--- config.mk ---
export PLATFORM = sky130hd
export DESIGN_NAME = intt_ctrl
export DESIGN_NICKNAME = d
export VERILOG_FILES = /design/src/rtl/ntt_pkg.sv /design/src/rtl/intt_ctrl_fifo_addr_gen.sv /design/src/rtl/intt_ctrl.sv
export SDC_FILE = /design/constraint.sdc
export NUM_CORES = 1
export LEC_CHECK = 0
export CAP_MARGIN = 10
export CORE_MARGIN = 5
export CORE_UTILIZATION = 25
export DETAILED_ROUTE_END_ITERATION = 12
export PLACE_DENSITY = 0.76
export REMOVE_ABC_BUFFERS = 1
export SETUP_SLACK_MARGIN = 0.1
export SYNTH_ARGS = -nofsm -noshare
export SYNTH_HDL_FRONTEND = slang
export SYNTH_SLANG_ARGS = --single-unit
--- constraint.sdc ---
create_clock -name clk -period 1.53 [get_ports clk]
set_clock_uncertainty 0.1 [all_clocks]
set_input_delay 0.2295 -clock clk [delete_from_list [all_inputs] [get_ports clk]]
set_output_delay 0.2295 -clock clk [all_outputs]
set_load 0.02 [all_outputs]
--- src/rtl/ntt_pkg.sv ---
// Shared INTT sizing, the controller state type and the reorder-FIFO depth rule.
// Defines `MAX_FIFO_ADDR_BITS when the build does not supply it.
`ifndef MAX_FIFO_ADDR_BITS
`define MAX_FIFO_ADDR_BITS 4
`endif

package ntt_pkg;
    localparam int DATA_WIDTH    = 16;
    localparam int NTT_STAGE_CNT = 5;
    localparam int MUL_STAGE_CNT = 6;
    localparam int PAIR_CNT      = 1 << (NTT_STAGE_CNT - 1);
    localparam int FIFOM_DEPTH   = MUL_STAGE_CNT - 1;

    typedef enum logic [1:0] {IDLE, FEED, DRAIN, DONE} intt_ctrl_state_t;

    // Depth of the per-stage fifo2 that realigns the butterfly inputs around the multiplier delay.
    function automatic int fifo2_depth(input int stage);
        if (stage >= NTT_STAGE_CNT - 1)
            return 0;
        else if ((1 << stage) < MUL_STAGE_CNT)
            return MUL_STAGE_CNT - (1 << stage) - 1;
        else
            return (1 << stage) - MUL_STAGE_CNT - 1;
    endfunction
endpackage

--- src/rtl/intt_ctrl_fifo_addr_gen.sv ---
// Wrapping address counter for one reorder FIFO; advances on en, tied 0 when DEPTH <= 1.
module fifo_addr_gen #(
    parameter int DEPTH  = 2,
    parameter int ADDR_W = 4
) (
    input  logic              clk,
    input  logic              rst,
    input  logic              en,
    output logic [ADDR_W-1:0] addr
);
    if (DEPTH <= 1) begin : g_tied
        logic unused_in;
        assign unused_in = clk ^ rst ^ en;
        assign addr = '0;
    end else begin : g_cnt
        logic [ADDR_W-1:0] addr_reg;
        always_ff @(posedge clk or posedge rst) begin
            if (rst)
                addr_reg <= '0;
            else if (en)
                addr_reg <= (addr_reg == ADDR_W'(DEPTH - 1)) ? '0 : addr_reg + 1'b1;
        end
        assign addr = addr_reg;
    end
endmodule

--- src/rtl/intt_ctrl.sv ---
// INTT sequencer: streams one polynomial from source RAM through the pipeline into destination RAM.
// Optional DRAIN timeout with sticky err when INTT_CTRL_TIMEOUT_EN is defined.
module intt_ctrl
    import ntt_pkg::*;
#(
    parameter int TIMEOUT_CYC = 4096
) (
    input  logic                                              clk,
    input  logic                                              rst,
    input  logic                                              start,
    output logic                                              busy,
    output logic                                              done,
    output logic                                              src_rd_en,
    output logic [NTT_STAGE_CNT-2:0]                          src_rd_addr,
    input  logic [2*DATA_WIDTH-1:0]                           src_rd_data,
    output logic                                              intt_in_en,
    output logic [2*DATA_WIDTH-1:0]                           intt_in,
    input  logic                                              intt_out_en,
    input  logic [2*DATA_WIDTH-1:0]                           intt_out,
    output logic                                              dst_wr_en,
    output logic [NTT_STAGE_CNT-2:0]                          dst_wr_addr,
    output logic [2*DATA_WIDTH-1:0]                           dst_wr_data,
    input  logic [NTT_STAGE_CNT-1:0]                          fifo_en,
    output logic [NTT_STAGE_CNT-1:0][`MAX_FIFO_ADDR_BITS-1:0] fifo2_addr,
    output logic [`MAX_FIFO_ADDR_BITS-1:0]                    fifom_addr,
    output logic                                              err
);
    localparam int AW = NTT_STAGE_CNT - 1;
    localparam logic [AW-1:0] LAST_IDX = AW'(PAIR_CNT - 1);

    intt_ctrl_state_t state_reg, state_next;
    logic [AW-1:0]    rd_cnt_reg, rd_cnt_next;
    logic [AW-1:0]    wr_cnt_reg, wr_cnt_next;
    logic             in_en_reg;
    logic             last_wr;
    logic             timeout_fire;

    assign last_wr = dst_wr_en && (wr_cnt_reg == LAST_IDX);

    always_comb begin
        state_next  = state_reg;
        rd_cnt_next = rd_cnt_reg;
        wr_cnt_next = wr_cnt_reg;
        busy        = 1'b0;
        done        = 1'b0;
        src_rd_en   = 1'b0;
        dst_wr_en   = 1'b0;
        case (state_reg)
            IDLE: begin
                if (start) begin
                    state_next  = FEED;
                    rd_cnt_next = '0;
                    wr_cnt_next = '0;
                end
            end
            FEED: begin
                busy        = 1'b1;
                src_rd_en   = 1'b1;
                dst_wr_en   = intt_out_en;
                rd_cnt_next = rd_cnt_reg + 1'b1;
                if (rd_cnt_reg == LAST_IDX)
                    state_next = DRAIN;
            end
            DRAIN: begin
                busy      = 1'b1;
                dst_wr_en = intt_out_en;
                if (timeout_fire)
                    state_next = IDLE;
            end
            DONE: begin
                busy       = 1'b1;
                done       = 1'b1;
                state_next = IDLE;
            end
            default: state_next = IDLE;
        endcase
        // The final pair completes the poly from FEED or DRAIN and wins over a same-cycle timeout.
        if (dst_wr_en) begin
            if (last_wr) begin
                wr_cnt_next = '0;
                state_next  = DONE;
            end else begin
                wr_cnt_next = wr_cnt_reg + 1'b1;
            end
        end
    end

    always_ff @(posedge clk or posedge rst) begin
        if (rst) begin
            state_reg  <= IDLE;
            rd_cnt_reg <= '0;
            wr_cnt_reg <= '0;
            in_en_reg  <= 1'b0;
        end else begin
            state_reg  <= state_next;
            rd_cnt_reg <= rd_cnt_next;
            wr_cnt_reg <= wr_cnt_next;
            in_en_reg  <= src_rd_en;
        end
    end

    // The source RAM read latency is the one-cycle delay; data is forwarded as it leaves the RAM.
    assign src_rd_addr = rd_cnt_reg;
    assign intt_in_en  = in_en_reg;
    assign intt_in     = in_en_reg ? src_rd_data : '0;
    assign dst_wr_addr = wr_cnt_reg;
    assign dst_wr_data = dst_wr_en ? intt_out : '0;

`ifdef INTT_CTRL_TIMEOUT_EN
    localparam int TW = $clog2(TIMEOUT_CYC + 1);
    logic [TW-1:0] drain_cnt_reg;
    logic          err_reg;

    assign timeout_fire = (state_reg == DRAIN) && (drain_cnt_reg == TW'(TIMEOUT_CYC - 1)) && !last_wr;

    always_ff @(posedge clk or posedge rst) begin
        if (rst) begin
            drain_cnt_reg <= '0;
            err_reg       <= 1'b0;
        end else begin
            drain_cnt_reg <= (state_reg == DRAIN) ? drain_cnt_reg + 1'b1 : '0;
            if (timeout_fire)
                err_reg <= 1'b1;
        end
    end
    assign err = err_reg;
`else
    logic unused_timeout;
    assign unused_timeout = (TIMEOUT_CYC > 0);
    assign timeout_fire   = 1'b0;
    assign err            = 1'b0;
`endif

    for (genvar gi = 0; gi < NTT_STAGE_CNT; gi++) begin : g_fifo2
        fifo_addr_gen #(
            .DEPTH (fifo2_depth(gi)),
            .ADDR_W(`MAX_FIFO_ADDR_BITS)
        ) u_fifo2 (
            .clk (clk),
            .rst (rst),
            .en  (fifo_en[gi]),
            .addr(fifo2_addr[gi])
        );
    end

    fifo_addr_gen #(
        .DEPTH (FIFOM_DEPTH),
        .ADDR_W(`MAX_FIFO_ADDR_BITS)
    ) u_fifom (
        .clk (clk),
        .rst (rst),
        .en  (|fifo_en),
        .addr(fifom_addr)
    );
endmodule

After elaboration in Yosys (flattened, before gate mapping)

Cells that the tools add are included.

Add/sub/neg operators: 5
Equal/unequal tests: 9
Multiplexer cells: 19
Reductions and logical operators: 10

Operators with widths:

| operator              | number |
|---|---|
| $mux W32              | 2 |
| $mux W4               | 7 |
| $add A4 B1 Y4 const B | 5 |
| $eq A4 B2 Y1 const B  | 2 |
| $eq A4 B4 Y1 const B  | 2 |
| $mux W2               | 4 |
| $pmux W2 S4           | 1 |
| $pmux W4 S2           | 1 |
| $reduce_bool A2 Y1    | 3 |
| $reduce_or A5 Y1      | 1 |
| $eq A2 B2 Y1 const B  | 2 |
| $eq A4 B3 Y1 const B  | 1 |
| $mux W1               | 4 |
| $reduce_and A2 Y1     | 2 |
| $reduce_or A3 Y1      | 1 |
| $eq A2 B1 Y1 const B  | 1 |
| $logic_not A2 Y1      | 1 |
| $ne A2 B2 Y1 const B  | 1 |
| $reduce_or A2 Y1      | 1 |
| $logic_and A1 B1 Y1   | 1 |

Flip-flop bits (word level): 23
Input port bits: 73
Output and inout bits: 102
Logic and storage cells: 50

Logic depth before layout (Yosys ltp)

Depth after elaboration: 6
Depth in mapped cells: 6
Depth with buffers taken out: 6

By module

Synthesis repeated with hierarchy kept, for this count alone.

Cell total of the unflattened synthesis: 212
Area total of the unflattened synthesis: 1790.5 um^2

Modules (own cells, without submodules):

| module                                 | instances | cells an instance | area each (um^2) | seq. area each (um^2) |
|---|---|---|---|---|
| intt_ctrl                              | 1         | 142               | 1092.3           | 275.3 |
| fifo_addr_gen (u_fifom)                | 1         | 23                | 225.2            | 100.1 |
| fifo_addr_gen (g_fifo2[0].u_fifo2)     | 1         | 16                | 195.2            | 100.1 |
| fifo_addr_gen (g_fifo2[1].u_fifo2)     | 1         | 16                | 176.4            | 100.1 |
| fifo_addr_gen (g_fifo2[2].u_fifo2 ...) | 3         | 5                 | 33.8             | 0.0 |

Worst setup path before layout

Ideal clock, no wire load.

Path type: flip-flop to output port
From: register state_reg[0]
To: output dst_wr_data[31]
Data arrival time: 1.349 ns
Data required time: 1.201 ns
Path slack: -0.149 ns
Cell stages (with the launch flop): 5
Path buffers: 1
Cell sequence: dfrtp_1 > inv_1 > ha_1 > clkbuf_1 > and3_1

Word-level cells in the longest chain between the ends: 4
Elaborated cells on any way between the ends: 5
Those cells by class: 2 x eq/ne; 2 x mux; 1 x reduce/logical

RTL lines:

| what                                         | RTL line         | text |
|---|---|---|
| from (decl)                                  | intt_ctrl.sv:31  | `intt_ctrl_state_t state_reg, state_next;` |
| from (signal assigned)                       | intt_ctrl.sv:95  | `state_reg <= state_next;` |
| $eq A2 B2 Y1 or $eq A2 B1 Y1 (tied branches) | intt_ctrl.sv:48  | `case (state_reg)` |
| $reduce_or A2 Y1 (no line) (*)               | n/a              |  |
| $mux W1 (*)                                  | intt_ctrl.sv:48  |  |
| $mux W32 (*)                                 | intt_ctrl.sv:107 | `assign dst_wr_data = dst_wr_en ? intt_out : '0;` |
| to (decl)                                    | intt_ctrl.sv:22  | `output logic [2*DATA_WIDTH-1:0] dst_wr_data,` |

Every way passes the cells marked *; elsewhere a longest branch is shown, timed or not.

Final worst setup path

From: register state_reg[1]
To: output dst_wr_data[6]

The elaborated chain is that of the path after synthesis.

==> results.py <==
metrics = {
    "cts": {
        "cts_sinks": 23,
        "cts_tree": "built",
        "htreeDepth": 1,
        "path_clk_slew_ps": 80,
        "ctsHoldBuffers": 0,
        "cts-root-buf": "clkbuf_8",
        "clock_path_buffers": 2,
        "cts_buffers": 3,
        "insertion_delay_ps": 270,
    },
    "floorplanning": {
        "top_level_ports": 175,
        "num_rows": 30,
        "start_util_pct": 25.7,
        "fp.dieW_um": 93.6,
        "die-area_um2": 8770,
        "fp.dieH_um": 93.6,
        "core_um2": 6790,
    },
    "synth": {
        "ys_seq_area_share_pct": 32.9,
        "yosys_warnings": 0,
        "synthTopCellsByArea": "dfrtp_1 (33%), and2_1 (11%), and3_1 (11%)",
        "synth.avg_cell_area_um2": 8.62,
        "synth_seq_cells": 23,
        "netlist_area_um2": 1750,
        "synth_top_area_share_pct": 32.9,
        "synthCells": 203,
        "synth_top_cell_by_area": "dfrtp_1",
        "synth_cell_types": 36,
    },
    "sta": {
        "whs_ps": 203,
        "setup_viol": 71,
        "drv_slew": 0,
        "max_freq_mhz": 558,
        "rsz0062_at_grt": "true",
        "period_minus_slack_ps": 1790,
        "period_share_pct": 117,
        "hold_violations": 0,
        "setup_slack_ps": -261,
    },
    "critical_path": {
        "end_kind": "primary output",
        "path_class": "flop to primary output",
        "crit_chain": "inv_2 > ha_4 > buf_16 > and3_1 > buf_6",
        "worstReg2RegEnd": "src_rd_addr[2]$_DFFE_PP0P_",
        "timing.rr.start": "state_reg[1]$_DFF_PP0_",
        "cp_slowest_stage_delay_ps": 400,
        "arrival_ps": 1460,
        "required_ps": 1200,
        "critPathMaxFanout": 17,
        "endpoint": "dst_wr_data[6]",
        "path_buf_inv": 3,
        "rrSetupSlack_ps": -60,
        "worst-path-stages": 5,
        "crit_path_top_delay_cell": "dfrtp_1",
        "critPathLaunchType": "flop",
        "startpoint": "state_reg[1]$_DFF_PP0_",
        "rr_worst_depth": 8,
        "cp_top_family": "flip-flops",
    },
    "final_layout": {
        "final_nets": 481,
        "final_util_pct": 62.0,
        "layout-drive-gt1-share_pct": 45.3,
        "fill_cells": 572,
        "largest_register_ffs": 8,
        "area_growth_pct": 141,
        "diodes": 0,
    },
    "route": {
        "first_iter_violations": 43,
        "wirelength_mm": 7.35,
        "route.detailed.wl_per_inst_um": 14.9,
        "avgViaCountPerCell": 4.42,
        "antenna_left": 0,
        "route.vias.total": 2177,
        "drc": 0,
        "drtPass1Iterations": 4,
    },
    "placed_design": {
        "place_ws_ps": -524,
        "gp_congestion": 0.767,
        "dpl.hpwl_mm": 5.43,
        "portBuffers": 161,
    },
    "power": {
        "power_mw": 6.60,
        "ir_drop_v": 0.000742,
        "powerDensity_nw_per_um2": 1570,
        "p_leak_nw": 2.05,
    },
    "job": {
        "max-cap-violations": 0,
    },
    "hold_path": {
        "hp-class": "input port to asynchronous set/reset pin",
    },
    "global_routing": {
        "grt_pass1_wl_mm": 10.7,
        "grt_overflow": 0,
        "grt_max_degree": 24,
        "antenna_found_initial": 0,
        "grt_usage_pct": 15.0,
        "grt_pass1_vias": 2231,
    },
    "status": {
        "violations": "setup timing",
        "status": "finished, violations left",
    },
}
synthesized netlist by cell type:
library cell,n
a211oi_1,2
a21o_1,3
a21oi_1,5
a22o_1,3
a22oi_1,1
a311oi_1,1
a32o_1,1
and2_1,32
and3_1,32
buf_4,13
clkbuf_1,10
conb_1,1
dfrtp_1,23
ha_1,10
inv_1,9
inv_2,1
mux2_1,3
mux2_2,1
mux2i_1,2
nand2_1,10
nand2_2,1
nand2b_1,4
nand3_1,7
nand3b_1,1
nand4_1,3
nor2_1,3
nor2_2,1
nor2b_1,3
nor3_2,1
o211ai_1,3
o21ai_0,3
o21ai_1,2
o221ai_1,1
o2bb2ai_1,2
o31ai_1,2
xnor2_1,3
worst reg2reg max path, stage by stage, from the launching register on:
cell     delay [ps]
dfrtp_1         400
inv_2            90
buf_4           110
buf_6           100
ha_4            140
buf_6           120
mux2i_1          70
buf_4           170
a22o_1          200
layout make-up:
| class | instances | area, µm² | share of cell area, % |
|---|---|---|---|
| clock inverter | 1 | 5.00 | 0.119 |
| timing repair buffer | 201 | 2140 | 50.7 |
| clock buffer | 3 | 41.3 | 0.980 |
| inverter | 10 | 40.0 | 0.951 |
| tap | 96 | 120 | 2.85 |
| sequential | 23 | 578 | 13.7 |
| multi-input combinational | 159 | 1290 | 30.6 |
cells by family after synthesis:
kind of cell             count (synthesis)  synth area share [%]
AO/OA/AOI/OAI                           29                  11.7
XOR/XNOR                                 3                  1.50
adder cells (fa/ha/maj)                 10                  7.15
buffers and inverters                   33                  9.87
flip-flops                              23                  32.9
multiplexers                             6                  3.72
other                                    1                 0.214
AND/OR/NAND/NOR                         98                  33.0
worst min path at each step:
stage / to
after global routing: u_fifom.addr[1]$_DFFE_PP0P_
after global placement: g_fifo2[1].u_fifo2.addr[3]$_DFFE_PP0P_
after floorplan: dst_wr_addr[0]$_DFFE_PP0P_
after CTS: u_fifom.addr[3]$_DFFE_PP0P_
final: u_fifom.addr[1]$_DFFE_PP0P_
after detailed placement: g_fifo2[1].u_fifo2.addr[3]$_DFFE_PP0P_
repair_timing:
item / CTS / global route
endpoints found under the hold margin: 0 / 0
buffers inserted: 10 / 5
endpoints found under the setup margin: 100 / 85
cloned: 3 / 2
pin swaps: 19 / 25
resized for setup: 486 / 39
cell usage in the layout, fill, tap and decap left out, types with 3 or more instances in the layout:
master / netlist / layout
clkdlybuf4s15_1: 0 / 3
buf_6: 0 / 79
dlygate4sd2_1: 0 / 15
nand2b_1: 4 / 4
buf_16: 0 / 3
nand3_1: 7 / 7
conb_1: 1 / 13
a22o_1: 3 / 3
buf_12: 0 / 3
nand4_1: 3 / 3
clkbuf_8: 0 / 3
ha_4: 0 / 4
xnor2_1: 3 / 3
ha_1: 10 / 5
nand2_1: 10 / 7
and3_4: 0 / 5
and2_4: 0 / 32
clkdlybuf4s50_1: 0 / 72
a21oi_1: 5 / 4
inv_1: 9 / 7
and3_1: 32 / 27
a21o_1: 3 / 3
dfrtp_1: 23 / 21
buf_4: 13 / 21
o211ai_1: 3 / 3
nand2_2: 1 / 3
nor2_1: 3 / 3
through the flow:
stage | cell area, µm² | cells | setup TNS (ps)
2_1_floorplan | 1660 | 192 | -9190
3_3_place_gp | 3590 | 472 | -22330
3_5_place_dp | 3590 | 472 | -23460
4_1_cts | 4030 | 489 | -11190
5_1_grt | 4210 | 493 | -15290
6_report | 4210 | 493 | -11160
power by group:
group / switching (mW) / internal, mW / total [mW]
registers: 0.253 / 0.839 / 1.09
clock network: 0.208 / 0.182 / 0.390
logic: 2.31 / 2.81 / 5.12
routing by layer:
layer / vias to the layer above / track usage (%) / wire length, µm / part of all wire [%]
met5: - / 0 / 0 / 0
met4: 0 / 2.53 / 28 / 0.38
met3: 5 / 5.39 / 822 / 11
met2: 114 / 30.6 / 4010 / 55
met1: 995 / 14.2 / 2480 / 34
li1: 1063 / - / - / -
No activity file was read; power rests on OpenSTA's default activity.
==> RTL edit 1: new RTL, config.mk and constraints unchanged <==
Encoding of `intt_ctrl_state_t`: now Gray code (2 bits for 4 states).
--- a/src/rtl/ntt_pkg.sv
+++ b/src/rtl/ntt_pkg.sv
@@ -11,7 +11,7 @@
     localparam int PAIR_CNT      = 1 << (NTT_STAGE_CNT - 1);
     localparam int FIFOM_DEPTH   = MUL_STAGE_CNT - 1;
 
-    typedef enum logic [1:0] {IDLE, FEED, DRAIN, DONE} intt_ctrl_state_t;
+    typedef enum logic [1:0] {IDLE = 2'b00, FEED = 2'b01, DRAIN = 2'b11, DONE = 2'b10} intt_ctrl_state_t;
 
     // Depth of the per-stage fifo2 that realigns the butterfly inputs around the multiplier delay.
     function automatic int fifo2_depth(input int stage);
Formal check against the unedited RTL: no difference found for any inputs over 10 cycles, from zero or initial values and one cycle with rst high; not proved beyond that.
==> RTL edit 1 against the unedited design <==
  * The flow still finishes with violations (negative setup slack)
  * Area after synthesis shrank 5.2%
  * Sequential cell count did not move
  * Largest power group unchanged
  * Final area is 11% lower
  * First-iteration DRC count fell by 60%
  * Final cell count fell by 8.9%
  * Power shrank 17%
  * Core utilization shrank 3.6 points
  * Wire length is 6.5% lower
  * Global-route usage decreased by 0.28 points
  * Critical path type is now reg2reg
  * Largest cell class unchanged
  * Setup slack improved by 0.22 ns
==> RTL edit 1: results (changes against the unedited design) <==
- DP HPWL: 5200 um (-4.3%)
- Largest family of logic cells by synthesized area: simple AND/OR/NAND/NOR gates
- Crit path max fanout: 16 (-1)
- Slowest stage delay, CP: 0.45 ns (+0.05 ns)
- # fillers: 562 (-1.7%)
- Pre-antenna DRT Iters: 4 (unchanged)
- Global placer's final weighted congestion: 0.819 (+6.8%)
- Worst setup path start: state_reg[0]
- Multiplexer share of the synthesized area: 4.68% (+0.96 points)
- Met3 Routed Length: 567 um (-31%)
- Synth cell types: 37 (+2.8%)
- Post_cts resized: 408 (-16%)
- All-layer global routing usage: 14.7% (-0.28 points)
- Vias post-DR: 2022 (-7.1%)
- Final Setup Violations: 6 (-92%)
- Sw Pwr: 0.00238 W (-14%)
- Post-Syn Instances: 190 (-6.4%)
- Worst r2r src: state_reg[0]
- Placed Instances: 435 (-7.8%)
- Share of cells above drive strength 1: 39.5% (-5.8 points)
- Met1 GRT Util: 16.5% (+2.3 points)
- Non-filler cells, final: 449 (-8.9%)
- Post-placement worst setup slack: -0.511 ns (+0.0126 ns)
- M1 WL: 2580 um (+3.7%)
- Met2 usage: 27.7% (-2.9 points)
- Met3 Resource Use GR: 4.21% (-1.2 points)
- Total Routed Length: 6870 um (-6.5%)
- Routed wl met2: 3680 um (-8.3%)
- First-pass GRT wire length: 10200 um (-3.9%)
- Top post-synthesis cells by area: dfrtp_1, and3_1, and2_1, buf_4, ha_1
- Clk buf depth: 2 (unchanged)
- Worst EP required: 1.59 ns (+0.39 ns)
- Worst vdd ir: 0.000820 V (+11%)
- Crit Path Category: reg2reg
- Post-CTS Repair Setup Buffers: 5 (-5)
- Buffers on Ports: 161 (unchanged)
- Compound-Gate Fraction of Synth Area: 9.80% (-1.9 points)
- Setup WS post-layout: -0.0414 ns (+0.219 ns)
- Post-synth top cells: and3_1, and2_1, dfrtp_1, buf_4, clkbuf_1
- Status: finished, violations left
- Worst path slowest cell: dfrtp_2
- DRT iter0 DRCs: 17 (-60%)
- R2R cell count: 4 (-4)
- Failing checks: negative setup slack
- Reg-to-reg critical path endpoint: dst_wr_addr[0]
- Leakage: 1.84 nW (-11%)
- Final TNS setup: -0.131 ns (+11.03 ns)
- Adder and majority cell fraction of the synthesized area: 3.77% (-3.4 points)
-- RTL edit 1: metrics by stage --
step | area, um2 | utilization (%) | hold WS [ns]
after floorplan | 1570 | - | 0.131
after global placement | 3440 | 53.8 | 0.396
after detailed placement | 3440 | 53.8 | 0.393
after CTS | 3530 | 55.3 | 0.223
after global routing | 3730 | 58.4 | 0.292
final | 3730 | 58.4 | 0.211
-- RTL edit 1: final cells by class --
class,count,share of cell area [%]
repair buffers,189,51.4
multi-input cells,150,28.7
flip-flops and latches,23,15.5
well taps,77,2.58
clock buffers,3,1.11
inverters,6,0.604
clock inverters,1,0.134
-- RTL edit 1: power groups by stage --
stage,clock network (W),logic [W],registers [W]
floorplan,0,0.00131,0.00155
global placement,0,0.00352,0.00118
detailed placement,0,0.00357,0.00119
CTS,0.000407,0.00361,0.00117
global route,0.000433,0.00419,0.00124
finish,0.000385,0.00393,0.00119
==> RTL edit 2: new RTL, same flow settings <==
Without the edit above. The macro `MAX_FIFO_ADDR_BITS` goes from 4 to 3.
--- a/src/rtl/ntt_pkg.sv
+++ b/src/rtl/ntt_pkg.sv
@@ -1,7 +1,7 @@
 // Shared INTT sizing, the controller state type and the reorder-FIFO depth rule.
 // Defines `MAX_FIFO_ADDR_BITS when the build does not supply it.
 `ifndef MAX_FIFO_ADDR_BITS
-`define MAX_FIFO_ADDR_BITS 4
+`define MAX_FIFO_ADDR_BITS 3
 `endif
 
 package ntt_pkg;
Ports: changed (resized fifo2_addr and fifom_addr); port bits go from 175 to 169. The function was not compared with the original's and may differ.
==> RTL edit 2 against the unedited design <==
  * Sequential cell count fell by 3
  * Count of clock-buffer cells in the layout rose by 1
  * Final area fell by 11%
  * Wire length fell by 1.2%
  * Register-to-register slack got worse by 0.05 ns
  * Sequential share of layout area fell by 0.35 points
  * Synthesized cell count fell by 7.4%
  * The run still ends with negative setup slack left
  * Highest routed layer unchanged
  * Setup slack improved by 0.052 ns
  * Largest power group unchanged
  * Largest cell class unchanged
  * Global-route usage rose by 1.5 points
  * Power fell by 13%
  * Area after synthesis fell by 8.9%
==> RTL edit 2: results (changes against the unedited design) <==
- Worst min path class: in2async
- P_comb: 0.00441 W (-14%)
- Multiplexer share of the synthesized area: 3.77% (+0.048 points)
- Crit path max fanout: 6 (-11)
- Pre-antenna DRT Iters: 4 (unchanged)
- Crit path to: dst_wr_en
- Failing checks: negative setup slack
- N_diodes: 0 (unchanged)
- Comb_multi_in: 146 (-8.2%)
- Synth cell types: 39 (+8.3%)
- Share of cells above drive strength 1: 43.1% (-2.2 points)
- DP HPWL: 5390 um (-0.76%)
- Clock buf count: 4 (+1)
- All-layer global routing usage: 16.4% (+1.5 points)
- Largest net degree at the start of global routing: 36 (+50%)
- Worst path slowest cell: dfrtp_1
- Leakage: 1.88 nW (-8.4%)
- Vias post-DR: 2037 (-6.4%)
- Post-synth top cells: and2_1, and3_1, dfrtp_1
- Post-DP Area: 0.00335 mm2 (-6.7%)
- Max reg flops: 6 (-2)
- Sw Pwr: 0.00243 W (-12%)
- Slowest stage delay, CP: 0.40 ns (about the same)
- Vias in the first global route: 2054 (-7.9%)
- Total Nets Final: 455 (-5.4%)
- Flop2flop setup slack: -0.11 ns (-0.05 ns)
- Post-synthesis xor/xnor area fraction: 0.549% (-0.95 points)
- DRT iter0 DRCs: 38 (-12%)
- Clock transition at path regs: 0.08 ns (about the same)
- Drt wl/cell: 16.2 um (+8.7%)
- Non-clock buffer share: 51.2% (+0.49 points)
- Seq cells: 20 (-13%)
- Ys flop type: dfrtp_1
- First-pass GRT wire length: 11100 um (+4.0%)
- Adder and majority cell fraction of the synthesized area: 7.85% (+0.70 points)
- Final Setup Violations: 62 (-13%)
- # fillers: 527 (-7.9%)
- Worst setup path start: state_reg[0]
- Area of the multi-input gates: 0.00113 mm2 (-12%)
- Global placer's final weighted congestion: 0.787 (+2.7%)
- Sequential share of the synthesized area: 31.4% (-1.5 points)
- Compound-Gate Fraction of Synth Area: 11.5% (-0.12 points)
- Worst vdd ir: 0.000861 V (+16%)
- Reg-to-reg critical path endpoint: dst_wr_addr[3]
- Num CTS Buffers: 3 (unchanged)
- Post-route cell area: 0.00375 mm2 (-11%)
- Worst EP arrival: 1.41 ns (-0.05 ns)
- Clock buf/inv share: 1.47% (+0.37 points)
- Clk pwr share: 7.0% (+1.1 points)
- Area occupied by registers: 502 um2 (-13%)
- Signal buffers: 190 (-5.5%)
- Buffers on Ports: 158 (-1.9%)
- Non-clk invs: 11 (+1)
- Top Family by Delay on Critical Path: buffers and inverters
- Setup WS post-layout: -0.209 ns (+0.0518 ns)
- Top post-synthesis cells by area: dfrtp_1, and2_1, and3_1, ha_1, buf_4
- Status: finished, violations left
- Clock latency on the worst-skew pair: 0.25 ns (-0.02 ns)
-- RTL edit 2: routing by layer --
layer	vias to the layer above	GRT usage, %	routed length (um)	share of wire [%]
met5	-	0	0	0
met4	0	4.84	163	2.2
met3	12	3.84	390	5.4
met2	85	30.4	3850	53
met1	949	18.5	2860	39
li1	991	-	-	-
-- RTL edit 2: logic make-up after synthesis --
family | count (synthesis)
mux | 5
other cells | 1
buf+inv | 31
fa+ha+maj | 10
flops | 20
xor+xnor | 1
compound gates | 27
simple gates | 93
-- RTL edit 2: repair_timing --
action / in CTS / in global routing
setup buffers: 9 / 1
resized for setup: 442 / 53
gates cloned: 4 / 0
endpoints found under the setup margin: 96 / 81
pin swaps: 0 / 2
-- RTL edit 2: worst min path at each step --
stage / start / to / slack [ns] / cells after the start
finish: rst / g_fifo2[0].u_fifo2.addr[1] / 0.20 / 3
global route: rst / state_reg[1] / 0.23 / 3
CTS: rst / src_rd_addr[2] / 0.21 / 3
detailed placement: g_fifo2[1].u_fifo2.addr[2] / g_fifo2[1].u_fifo2.addr[2] / 0.43 / 1
global placement: g_fifo2[1].u_fifo2.addr[2] / g_fifo2[1].u_fifo2.addr[2] / 0.41 / 1
floorplan: rst / dst_wr_addr[0] / 0.09 / 1
-- RTL edit 2: through the flow --
stage                     instances  util, %  worst slack, ns  total power (W)  setup TNS [ns]
final                           448     59.8           -0.209          0.00575           -6.98
after global placement          431     53.3           -0.492          0.00446          -22.68
after CTS                       448     57.6           -0.203          0.00548           -6.96
after floorplan                 177        -           -0.288          0.00267           -8.38
after detailed placement        431     53.3           -0.517          0.00453          -23.67
after global routing            448     59.8           -0.286          0.00610          -11.49
-- RTL edit 2: tightest hold or removal path, cell delays in order --
cell and delay [ns]:
clkdlybuf4s50_1 0.39, inv_1 0.05, buf_4 0.27
